===== src/rtl/vga_timing.sv =====
// vga_timing: pixel-stream source with VGA counters, syncs, blanks and markers.
// Default timing is 1024x768@60 (65 MHz pclk), VESA XGA negative syncs.
//
// Ports:
//   pclk        in   pixel clock, rising edge
//   rst         in   synchronous reset, active-low
//   en          in   count enable; all outputs hold while low
//   hcount_out  out  [10:0] horizontal position
//   vcount_out  out  [10:0] vertical position
//   hsync_out   out  horizontal sync, active level SYNC_POL
//   vsync_out   out  vertical sync, active level SYNC_POL
//   hblnk_out   out  horizontal blank, active-high
//   vblnk_out   out  vertical blank, active-high
//   line_start  out  high while hcount_out == 0
//   frame_start out  high while hcount_out == 0 and vcount_out == 0
//   frame_cnt   out  [15:0] frame counter (only with VGA_TIMING_FRAME_CNT_EN)
//
// Optional feature macro: VGA_TIMING_FRAME_CNT_EN
module vga_timing #(
  parameter int H_ACTIVE = 1024,
  parameter int H_FP     = 24,
  parameter int H_SYNC   = 136,
  parameter int H_BP     = 160,
  parameter int V_ACTIVE = 768,
  parameter int V_FP     = 3,
  parameter int V_SYNC   = 6,
  parameter int V_BP     = 29,
  parameter bit SYNC_POL = 1'b0
) (
  input  logic        pclk,
  input  logic        rst,
  input  logic        en,
  output logic [10:0] hcount_out,
  output logic [10:0] vcount_out,
  output logic        hsync_out,
  output logic        vsync_out,
  output logic        hblnk_out,
  output logic        vblnk_out,
  output logic        line_start,
  output logic        frame_start
`ifdef VGA_TIMING_FRAME_CNT_EN
  ,
  output logic [15:0] frame_cnt
`endif
);

  localparam int H_TOTAL = H_ACTIVE + H_FP + H_SYNC + H_BP;
  localparam int V_TOTAL = V_ACTIVE + V_FP + V_SYNC + V_BP;

  localparam logic [10:0] H_LAST = 11'(H_TOTAL - 1);
  localparam logic [10:0] V_LAST = 11'(V_TOTAL - 1);
  localparam logic [10:0] H_ACT  = 11'(H_ACTIVE);
  localparam logic [10:0] V_ACT  = 11'(V_ACTIVE);
  localparam logic [10:0] HS_BEG = 11'(H_ACTIVE + H_FP);
  localparam logic [10:0] HS_END = 11'(H_ACTIVE + H_FP + H_SYNC);
  localparam logic [10:0] VS_BEG = 11'(V_ACTIVE + V_FP);
  localparam logic [10:0] VS_END = 11'(V_ACTIVE + V_FP + V_SYNC);

  logic        run_q,   run_d;
  logic [10:0] hcnt_q,  hcnt_d;
  logic [10:0] vcnt_q,  vcnt_d;
  logic        hsync_q, hsync_d;
  logic        vsync_q, vsync_d;
  logic        hblnk_q, hblnk_d;
  logic        vblnk_q, vblnk_d;
  logic        lstr_q,  lstr_d;
  logic        fstr_q,  fstr_d;
  logic        wrap_h;
  logic        wrap_v;

  // run_q is clear right after reset: the first enabled edge
  // loads pixel (0,0) with both markers instead of advancing.
  always_comb begin
    run_d   = run_q;
    hcnt_d  = hcnt_q;
    vcnt_d  = vcnt_q;
    hsync_d = hsync_q;
    vsync_d = vsync_q;
    hblnk_d = hblnk_q;
    vblnk_d = vblnk_q;
    lstr_d  = lstr_q;
    fstr_d  = fstr_q;
    wrap_h  = (hcnt_q == H_LAST);
    wrap_v  = (vcnt_q == V_LAST);
    if (en) begin
      run_d = 1'b1;
      if (!run_q) begin
        hcnt_d = '0;
        vcnt_d = '0;
      end else if (wrap_h) begin
        hcnt_d = '0;
        vcnt_d = wrap_v ? '0 : vcnt_q + 11'd1;
      end else begin
        hcnt_d = hcnt_q + 11'd1;
      end
      // decode from next-state so all outputs align with the counters
      hblnk_d = (hcnt_d >= H_ACT);
      vblnk_d = (vcnt_d >= V_ACT);
      hsync_d = (hcnt_d >= HS_BEG && hcnt_d < HS_END)
              ? SYNC_POL : ~SYNC_POL;
      vsync_d = (vcnt_d >= VS_BEG && vcnt_d < VS_END)
              ? SYNC_POL : ~SYNC_POL;
      lstr_d  = (hcnt_d == '0);
      fstr_d  = (hcnt_d == '0) && (vcnt_d == '0);
    end
  end

  always_ff @(posedge pclk) begin
    if (!rst) begin
      run_q   <= 1'b0;
      hcnt_q  <= '0;
      vcnt_q  <= '0;
      hsync_q <= ~SYNC_POL;
      vsync_q <= ~SYNC_POL;
      hblnk_q <= 1'b0;
      vblnk_q <= 1'b0;
      lstr_q  <= 1'b0;
      fstr_q  <= 1'b0;
    end else begin
      run_q   <= run_d;
      hcnt_q  <= hcnt_d;
      vcnt_q  <= vcnt_d;
      hsync_q <= hsync_d;
      vsync_q <= vsync_d;
      hblnk_q <= hblnk_d;
      vblnk_q <= vblnk_d;
      lstr_q  <= lstr_d;
      fstr_q  <= fstr_d;
    end
  end

  assign hcount_out  = hcnt_q;
  assign vcount_out  = vcnt_q;
  assign hsync_out   = hsync_q;
  assign vsync_out   = vsync_q;
  assign hblnk_out   = hblnk_q;
  assign vblnk_out   = vblnk_q;
  assign line_start  = lstr_q;
  assign frame_start = fstr_q;

`ifdef VGA_TIMING_FRAME_CNT_EN
  logic [15:0] fcnt_q, fcnt_d;

  // counts true frame wraps only, not the initial load after reset
  always_comb begin
    fcnt_d = fcnt_q;
    if (en && run_q && wrap_h && wrap_v) begin
      fcnt_d = fcnt_q + 16'd1;
    end
  end

  always_ff @(posedge pclk) begin
    if (!rst) begin
      fcnt_q <= '0;
    end else begin
      fcnt_q <= fcnt_d;
    end
  end

  assign frame_cnt = fcnt_q;
`endif

endmodule


===== config.mk =====
export PLATFORM = sky130hd
export DESIGN_NAME = vga_timing
export DESIGN_NICKNAME = d
export VERILOG_FILES = /design/src/rtl/vga_timing.sv
export SDC_FILE = /design/constraint.sdc
export NUM_CORES = 1
export LEC_CHECK = 0
export ABC_AREA = 1
export CORE_AREA = 2 2 71 73
export CTS_CLUSTER_SIZE = 12
export DETAILED_ROUTE_END_ITERATION = 6
export DIE_AREA = 0 0 73 75
export PLACE_DENSITY = 0.64
export SETUP_SLACK_MARGIN = 0.5
export SLEW_MARGIN = 20
export SYNTH_ARGS = -nofsm -noshare
export SYNTH_HDL_FRONTEND = slang
export SYNTH_SLANG_ARGS = --single-unit
export TNS_END_PERCENT = 30

===== constraint.sdc =====
create_clock -name pclk -period 4.8 [get_ports pclk]
set_clock_uncertainty 0.15 [all_clocks]
set_input_delay 0.96 -clock pclk [delete_from_list [all_inputs] [get_ports pclk]]
set_output_delay 0.96 -clock pclk [all_outputs]
set_load 0.03 [all_outputs]

**Yosys cells after proc, flatten, opt, wreduce, memory -nomap -nowiden**

Cells that the tools add are included.

- Register bits: 29
- Output and inout port bits: 28

- Reductions and logical operators: 5
- Eq/ne operators: 2
- $lt $le $gt $ge: 6
- Add/subtract/negate cells: 2
- Mux-type cells: 9

Operator list:

| cell | number |
|---|---|
| 11-bit 2-to-1 mux | 7 |
| 11-bit by 1-bit adder with 11-bit output (second input constant) | 2 |
| 11-bit by 10-bit >= comparator with 1-bit output (second input constant) | 2 |
| 11-bit >= comparator (second input constant) | 2 |
| 11-bit logical NOT | 2 |
| 11-bit by 10-bit equality test with 1-bit output (second input constant) | 1 |
| 11-bit equality test (second input constant) | 1 |
| 11-bit by 10-bit less-than comparator with 1-bit output (second input constant) | 1 |
| 11-bit less-than comparator (second input constant) | 1 |
| 1-bit logical AND | 3 |
| 1-bit 2-to-1 mux | 2 |

**Logic depth before layout (Yosys ltp)**

Gate-level depths: netlist of run 1.

- Depth in word-level cells: 8
- Mapped depth: 15
- Gate-level depth less buffers: 15

**Worst setup path after synthesis of run 1**

Ideal clock, no wire load.

- Kind: reg-to-reg
- Start point: register hcnt_q[1] (netlist: hcount_out[1])
- End point: register hsync_q (netlist: hsync_out)
- Setup time: 115 ps
- Data required time: 4,535 ps
- Clock period less this slack: 2,053 ps
- Cell stages (with the launch flop): 15
- Data arrival time: 1,789 ps
- Path slack: 2,747 ps
- Path through: dfxtp_1 -> ha_1 -> nand2_2 -> nor2_4 -> nand2_4 -> nand2_4 -> inv_4 -> nand2_1 -> nor2_1 -> nor2_2 -> inv_1 -> a21oi_1 -> nand2_1 -> nand2_1 -> nand2_1

- Word-level cells in the longest chain between the ends: 7
- Elaborated cells between the ends (all ways): 9

RTL lines:

| element | line | source |
|---|---|---|
| start, declared | 60 | `logic [10:0] hcnt_q, hcnt_d;` |
| start signal, assigned | 121 | `hcnt_q <= hcnt_d;` |
| 11-bit by 1-bit adder with 11-bit output / 11-bit equality test (equally long branches) | 94, 83 |  |
| 11-bit 2-to-1 mux (*) | 90 | `end else if (wrap_h) begin` |
| 11-bit 2-to-1 mux (*) | 87 | `if (!run_q) begin` |
| 11-bit 2-to-1 mux (*) | 85 | `if (en) begin` |
| 11-bit >= comparator / 11-bit less-than comparator (equally long branches) | 99 | `hsync_d = (hcnt_d >= HS_BEG && hcnt_d < HS_END)` |
| 1-bit logical AND (*) | 99 |  |
| 1-bit 2-to-1 mux (*) | 100 | `? SYNC_POL : ~SYNC_POL;` |
| end signal, assigned | 113 | `hsync_q <= ~SYNC_POL;` |
| end signal, assigned | 123 | `hsync_q <= hsync_d;` |
| end, declared | 62 | `logic hsync_q, hsync_d;` |

Every way passes the cells marked *; elsewhere a longest branch is shown, timed or not. The select of a mux whose other input is x is not followed.
A chain may end at the register's enable or synchronous reset.

**Worst setup path in the final report of run 1**

- Start point: register vcnt_q[2] (netlist: vcount_out[2])
- End point: output vcount_out[2]

RTL lines:

| element | line | source |
|---|---|---|
| start, declared | 61 | `logic [10:0] vcnt_q, vcnt_d;` |
| start signal, assigned | 122 | `vcnt_q <= vcnt_d;` |
| end, declared | 34 | `output logic [10:0] vcount_out,` |

No word-level cell between the ends.

==> reports/results.tsv, run 1 <==
metric	value	unit
outcome	completed	
post-CTS setup buffers	0	
Worst Path Buf+Inv	1	
Pwr Density	249.4	mW/mm²
crit-path max cell delay	0.73	ns
hold_buf cts	0	
Final Hold Fails	0	
Slowest cell on crit path	clkdlybuf4s50_1	
Rel. slew slack	0.5678	
Cell Int Power	0.4301	mW
Max Cap Viol	0	
vias in the first global route	1866	
fmax	379.2	MHz
Finish-stage setup viols	0	
Slew Viols, Final	0	
synthesized area per cell	6.340	µm²
HP Class	flop to flop	
Leakage Power	1.086	nW
I/O Pins	31	
DRT iter0 DRCs	133	
Sw Pwr	0.1909	mW
initial core utilization	0.4435	
total die area	0.005475	mm²
Root Buffer Master	clkbuf_8	
CP required	3.69	ns
1st-pass router iterations	4	
vias per cell	5.002	
main area contributors after synthesis	dfxtp_1 (28%), nand2_1 (15%), nor2_1 (7.3%)	
ANT nets after route	0	
top cell type's share of synthesized area	0.2809	
crit-path cells	clkdlybuf4s50_1	
routed len/inst	12.74	µm
GRT Overall Usage	0.2106	
clock latency on the worst-skew pair	0.28	ns
critical path class	flop to output pin	
post_cts resized	0	
hpwl dp	3.967	mm
CTS H-tree depth	2	
Yosys reg bits	29	
Cells after Synth	326	
area leader, netlist	dfxtp_1	
Setup crit start kind	flop	
die span in x	73	µm
total congestion overflow	0	
fraction of layout cells with a size suffix above 1	0.1211	
Mapped Nets	332	
Sink Count	29	
warnings from Yosys	0	
Tmin final	2.637	ns
actual slew at the worst max-slew pin	0.6463	ns
die extent in y	75	µm
crit share post-route	0.5494	
post-route setup TNS	0	ns
Critical Path End Type	output pin	
Sequential Power Share	0.445	
core box area	0.004661	mm²
Cell Area, Synth	0.002067	mm²
RePlAce Congestion	0.8973	
commonest non-fill, non-tap cell in the layout	nand2_1	
TritonCTS clock tree	done	
post-synthesis sequential area ratio	0.2809	
Clk pwr share	0.357	
# port buffers	30	
Peak VDD IR	0.0002086	V
Clock Tree Buf Depth	2	
synth unique cells	33	
Cell Rows	25	
DRC errors left	0	
Net Sw Frac	0.3074	
most frequent cells in the layout	nand2_1 (82), nor2_1 (40), clkdlybuf4s50_1 (30)	
largest net degree at the start of global routing	47	
Layout area overhead	20.46	%
CP delay by family, top	buffers and inverters	
part of the power in combinational logic	0.198	
Critical Path AT	1.53	ns
Final #Nets	360	
worst-path maximum fanout	10	
register clock-pin slew on the reported worst setup and hold paths	0.06	ns
# diodes	0	
Final Util	0.5342	
initial antenna violation count	0	
RSZ-0062 raised after global routing	no	
CTS Buf Count	5	
vias post-DR	2046	
Routed WL	5.211	mm
global-route wire length before repair	8.887	mm
cell type report:
cell class,count,area [µm²]
Timing Repair Buffer,31,307.8
Tap cell,54,67.56
Multi-Input combinational cell,255,1309
Inverter,32,123.9
Clock buffer,7,96.34
Sequential cell,29,580.6
Fill cell,464,2171
Clock inverter,1,5.005
power groups by stage:
| stage | logic (mW) | clock network (mW) | registers, mW |
|---|---|---|---|
| final | 0.123 | 0.222 | 0.276 |
| after global routing | 0.137 | 0.241 | 0.279 |
| after CTS | 0.124 | 0.228 | 0.276 |
| after detailed placement | 0.123 | 0 | 0.281 |
| after global placement | 0.122 | 0 | 0.281 |
| after floorplan | 0.0650 | 0 | 0.298 |
cell families (layout without fill, tap and decap cells):
kind of cell	count (synthesis)	after routing	synth area share
compound gates	59	59	0.1489
simple gates	188	188	0.4449
buf+inv	42	71	0.08596
flops	29	29	0.2809
fa+ha+maj	3	3	0.01816
xor+xnor	5	5	0.02119
final timing paths:
kind         depth (start not counted)           from            end  slack (ns)
min reg2reg                          2    frame_start    frame_start        0.33
max                                  1  vcount_out[2]  vcount_out[2]        2.16
min                                  2    frame_start    frame_start        0.33
max reg2reg                         13  hcount_out[1]    frame_start        2.55
Yosys cell counts:
cell / number
nand2_2: 6
nor2_8: 1
inv_2: 2
a21oi_2: 1
o21bai_1: 2
clkbuf_8: 1
buf_4: 1
nor3_2: 1
nor2_1: 40
nand3_2: 8
o21ai_0: 25
inv_1: 27
nor2_4: 3
o21ai_1: 1
dfxtp_1: 29
clkbuf_1: 6
nand3b_1: 2
a211oi_1: 1
nand2_1: 82
nor3_1: 1
nand2_4: 4
a21oi_1: 28
ha_1: 3
nand4_1: 5
clkinv_1: 1
inv_4: 1
clkinv_2: 1
nor2_2: 6
a31oi_1: 1
buf_2: 2
xor2_1: 5
or2_1: 1
nand3_1: 28
stage by stage:
| step | worst slack (ns) | power (mW) | cells | instance area [µm²] | hold WS, ns |
|---|---|---|---|---|---|
| after floorplan | 2.747 | 0.3631 | 326 | 2067 | 0.3986 |
| after global placement | 2.173 | 0.4038 | 401 | 2389 | 0.3056 |
| after detailed placement | 2.143 | 0.4041 | 401 | 2389 | 0.3148 |
| after CTS | 2.143 | 0.6275 | 409 | 2490 | 0.3366 |
| after global routing | 2.072 | 0.6576 | 409 | 2490 | 0.3681 |
| final | 2.163 | 0.6209 | 409 | 2490 | 0.3348 |
routing by layer:
| layer | wire (µm) | share of wire | up-vias | global-route usage |
|---|---|---|---|---|
| li1 | - | - | 1116 | - |
| met1 | 2572 | 0.49 | 881 | 0.2883 |
| met2 | 2368 | 0.45 | 42 | 0.3323 |
| met3 | 172 | 0.033 | 7 | 0.03347 |
| met4 | 97 | 0.019 | 0 | 0.08436 |
| met5 | 0 | 0 | - | 0 |
Power figures use the tool's default switching activity.
==> run 2: changes to the inputs <==
--- a/config.mk
+++ b/config.mk
@@ -10,7 +10,7 @@
 export CTS_CLUSTER_SIZE = 12
 export DETAILED_ROUTE_END_ITERATION = 6
 export DIE_AREA = 0 0 73 75
-export PLACE_DENSITY = 0.64
+export PLACE_DENSITY = 0.67
 export SETUP_SLACK_MARGIN = 0.5
 export SLEW_MARGIN = 20
 export SYNTH_ARGS = -nofsm -noshare
==> constraint.sdc (replaced) <==
create_clock -name pclk -period 2.36 [get_ports pclk]
set_clock_uncertainty 0.15 [all_clocks]
set_input_delay 0.472 -clock pclk [delete_from_list [all_inputs] [get_ports pclk]]
set_output_delay 0.472 -clock pclk [all_outputs]
set_load 0.03 [all_outputs]
==> reports/results.tsv, run 2 (synthesis results as in run 1) <==
metric	value	unit
outcome	completed	
GRT Overall Usage	0.2102	
initial antenna violation count	0	
routed len/inst	13.50	µm
critical path class	flop to output pin	
total congestion overflow	0	
post-route setup TNS	0	ns
part of the power in combinational logic	0.231	
Peak VDD IR	0.0003329	V
Leakage Power	1.258	nW
CTS H-tree depth	2	
GR Layer Usage met3	0.03614	
TritonCTS clock tree	done	
dpl cell area	0.002436	mm²
Critical Path AT	1.42	ns
Routed WL	5.669	mm
RSZ-0062 raised after global routing	yes	
RePlAce Congestion	0.8977	
vias post-DR	2205	
Root Buffer Master	clkbuf_8	
CP delay by family, top	buffers and inverters	
Sw Pwr	0.4150	mW
Worst Path Buf+Inv	1	
commonest non-fill, non-tap cell in the layout	nand2_1	
vias per cell	5.250	
clock latency on the worst-skew pair	0.28	ns
ANT nets after route	0	
hpwl dp	4.172	mm
Sink Count	29	
DRC errors left	0	
CTS Buf Count	5	
Cell Int Power	0.8384	mW
total die area	0.005475	mm²
Max Cap Viol	0	
Final Util	0.5793	
fraction of layout cells with a size suffix above 1	0.2350	
# diodes	0	
Net Sw Frac	0.3311	
crit-path max cell delay	0.71	ns
largest net degree at the start of global routing	31	
Final #Nets	371	
most used routing layer	met2	
Rel. slew slack	0.7869	
most frequent cells in the layout	nand2_1 (75), nor2_1 (32), nand3_1 (27)	
met1 usage	0.2663	
worst-path maximum fanout	4	
crit-path cells	clkdlybuf4s50_1	
R2R Setup Slk	0.39	ns
Clk pwr share	0.321	
# port buffers	30	
Sequential Power Share	0.448	
fmax	490.9	MHz
I/O Pins	31	
Setup crit start kind	flop	
Pwr Density	464.2	mW/mm²
die span in x	73	µm
Slew Viols, Final	0	
1st-pass router iterations	4	
Final Hold Fails	0	
core box area	0.004661	mm²
GR Layer Usage met2	0.3624	
Cell Rows	25	
HP Class	flop to flop	
vias in the first global route	1854	
Critical Path End Type	output pin	
Tmin final	2.037	ns
CP required	1.74	ns
DRT iter0 DRCs	177	
initial core utilization	0.4435	
post-route cell area	0.002700	mm²
Finish-stage setup viols	0	
Slowest cell on crit path	clkdlybuf4s50_1	
crit share post-route	0.8632	
actual slew at the worst max-slew pin	0.3186	ns
global-route wire length before repair	8.818	mm
Layout area overhead	30.63	%
register clock-pin slew on the reported worst setup and hold paths	0.06	ns
die extent in y	75	µm
Clock Tree Buf Depth	2	
run 2: power by group through the flow:
stage               Clock, mW  Combinational (mW)  Sequential (mW)
finish                  0.402               0.289            0.562
global route            0.430               0.316            0.567
CTS                     0.405               0.257            0.559
detailed placement          0               0.261            0.570
global placement            0               0.262            0.570
floorplan                   0               0.132            0.607
run 2: cell type report:
| cell class | count | area [µm²] |
|---|---|---|
| multi-input combinational | 255 | 1429 |
| sequential | 29 | 604.3 |
| inverter | 32 | 128.9 |
| tap | 54 | 67.56 |
| clock buffer | 8 | 80.08 |
| fill | 458 | 1961 |
| timing repair buffer | 42 | 390.4 |
run 2: repair_timing:
| item | 4_1_cts | 5_1_grt |
|---|---|---|
| pin swaps | 0 | 15 |
| setup endpoints to repair | 32 | 26 |
| hold buffers | 0 | 0 |
| buffers inserted | 0 | 7 |
| gates resized for setup | 9 | 47 |
| endpoints found under the hold margin | 0 | 0 |
run 2: path summary, 6_finish.rpt:
| check | startpoint | end | cells past startpoint |
|---|---|---|---|
| setup / recovery | hcount_out[6] | hcount_out[6] | 1 |
| hold / removal | hblnk_out | hblnk_out | 2 |
| setup reg to reg | hcount_out[1] | frame_start | 13 |
| hold reg to reg | hblnk_out | hblnk_out | 2 |
run 2: metal layers:
layer | part of all wire | vias to the layer above
li1 | - | 1141
met1 | 0.44 | 1004
met2 | 0.50 | 51
met3 | 0.043 | 9
met4 | 0.016 | 0
met5 | 0 | -
run 2: per-stage QoR:
stage,hold WS (ns),std cells,total power [mW],setup WS (ns)
2_1_floorplan,0.3986,326,0.7395,0.4941
3_3_place_gp,0.3109,405,0.8313,0.2898
3_5_place_dp,0.3144,405,0.8305,0.3193
4_1_cts,0.3300,413,1.221,0.3085
5_1_grt,0.3428,420,1.313,0.2590
6_report,0.3249,420,1.253,0.3228
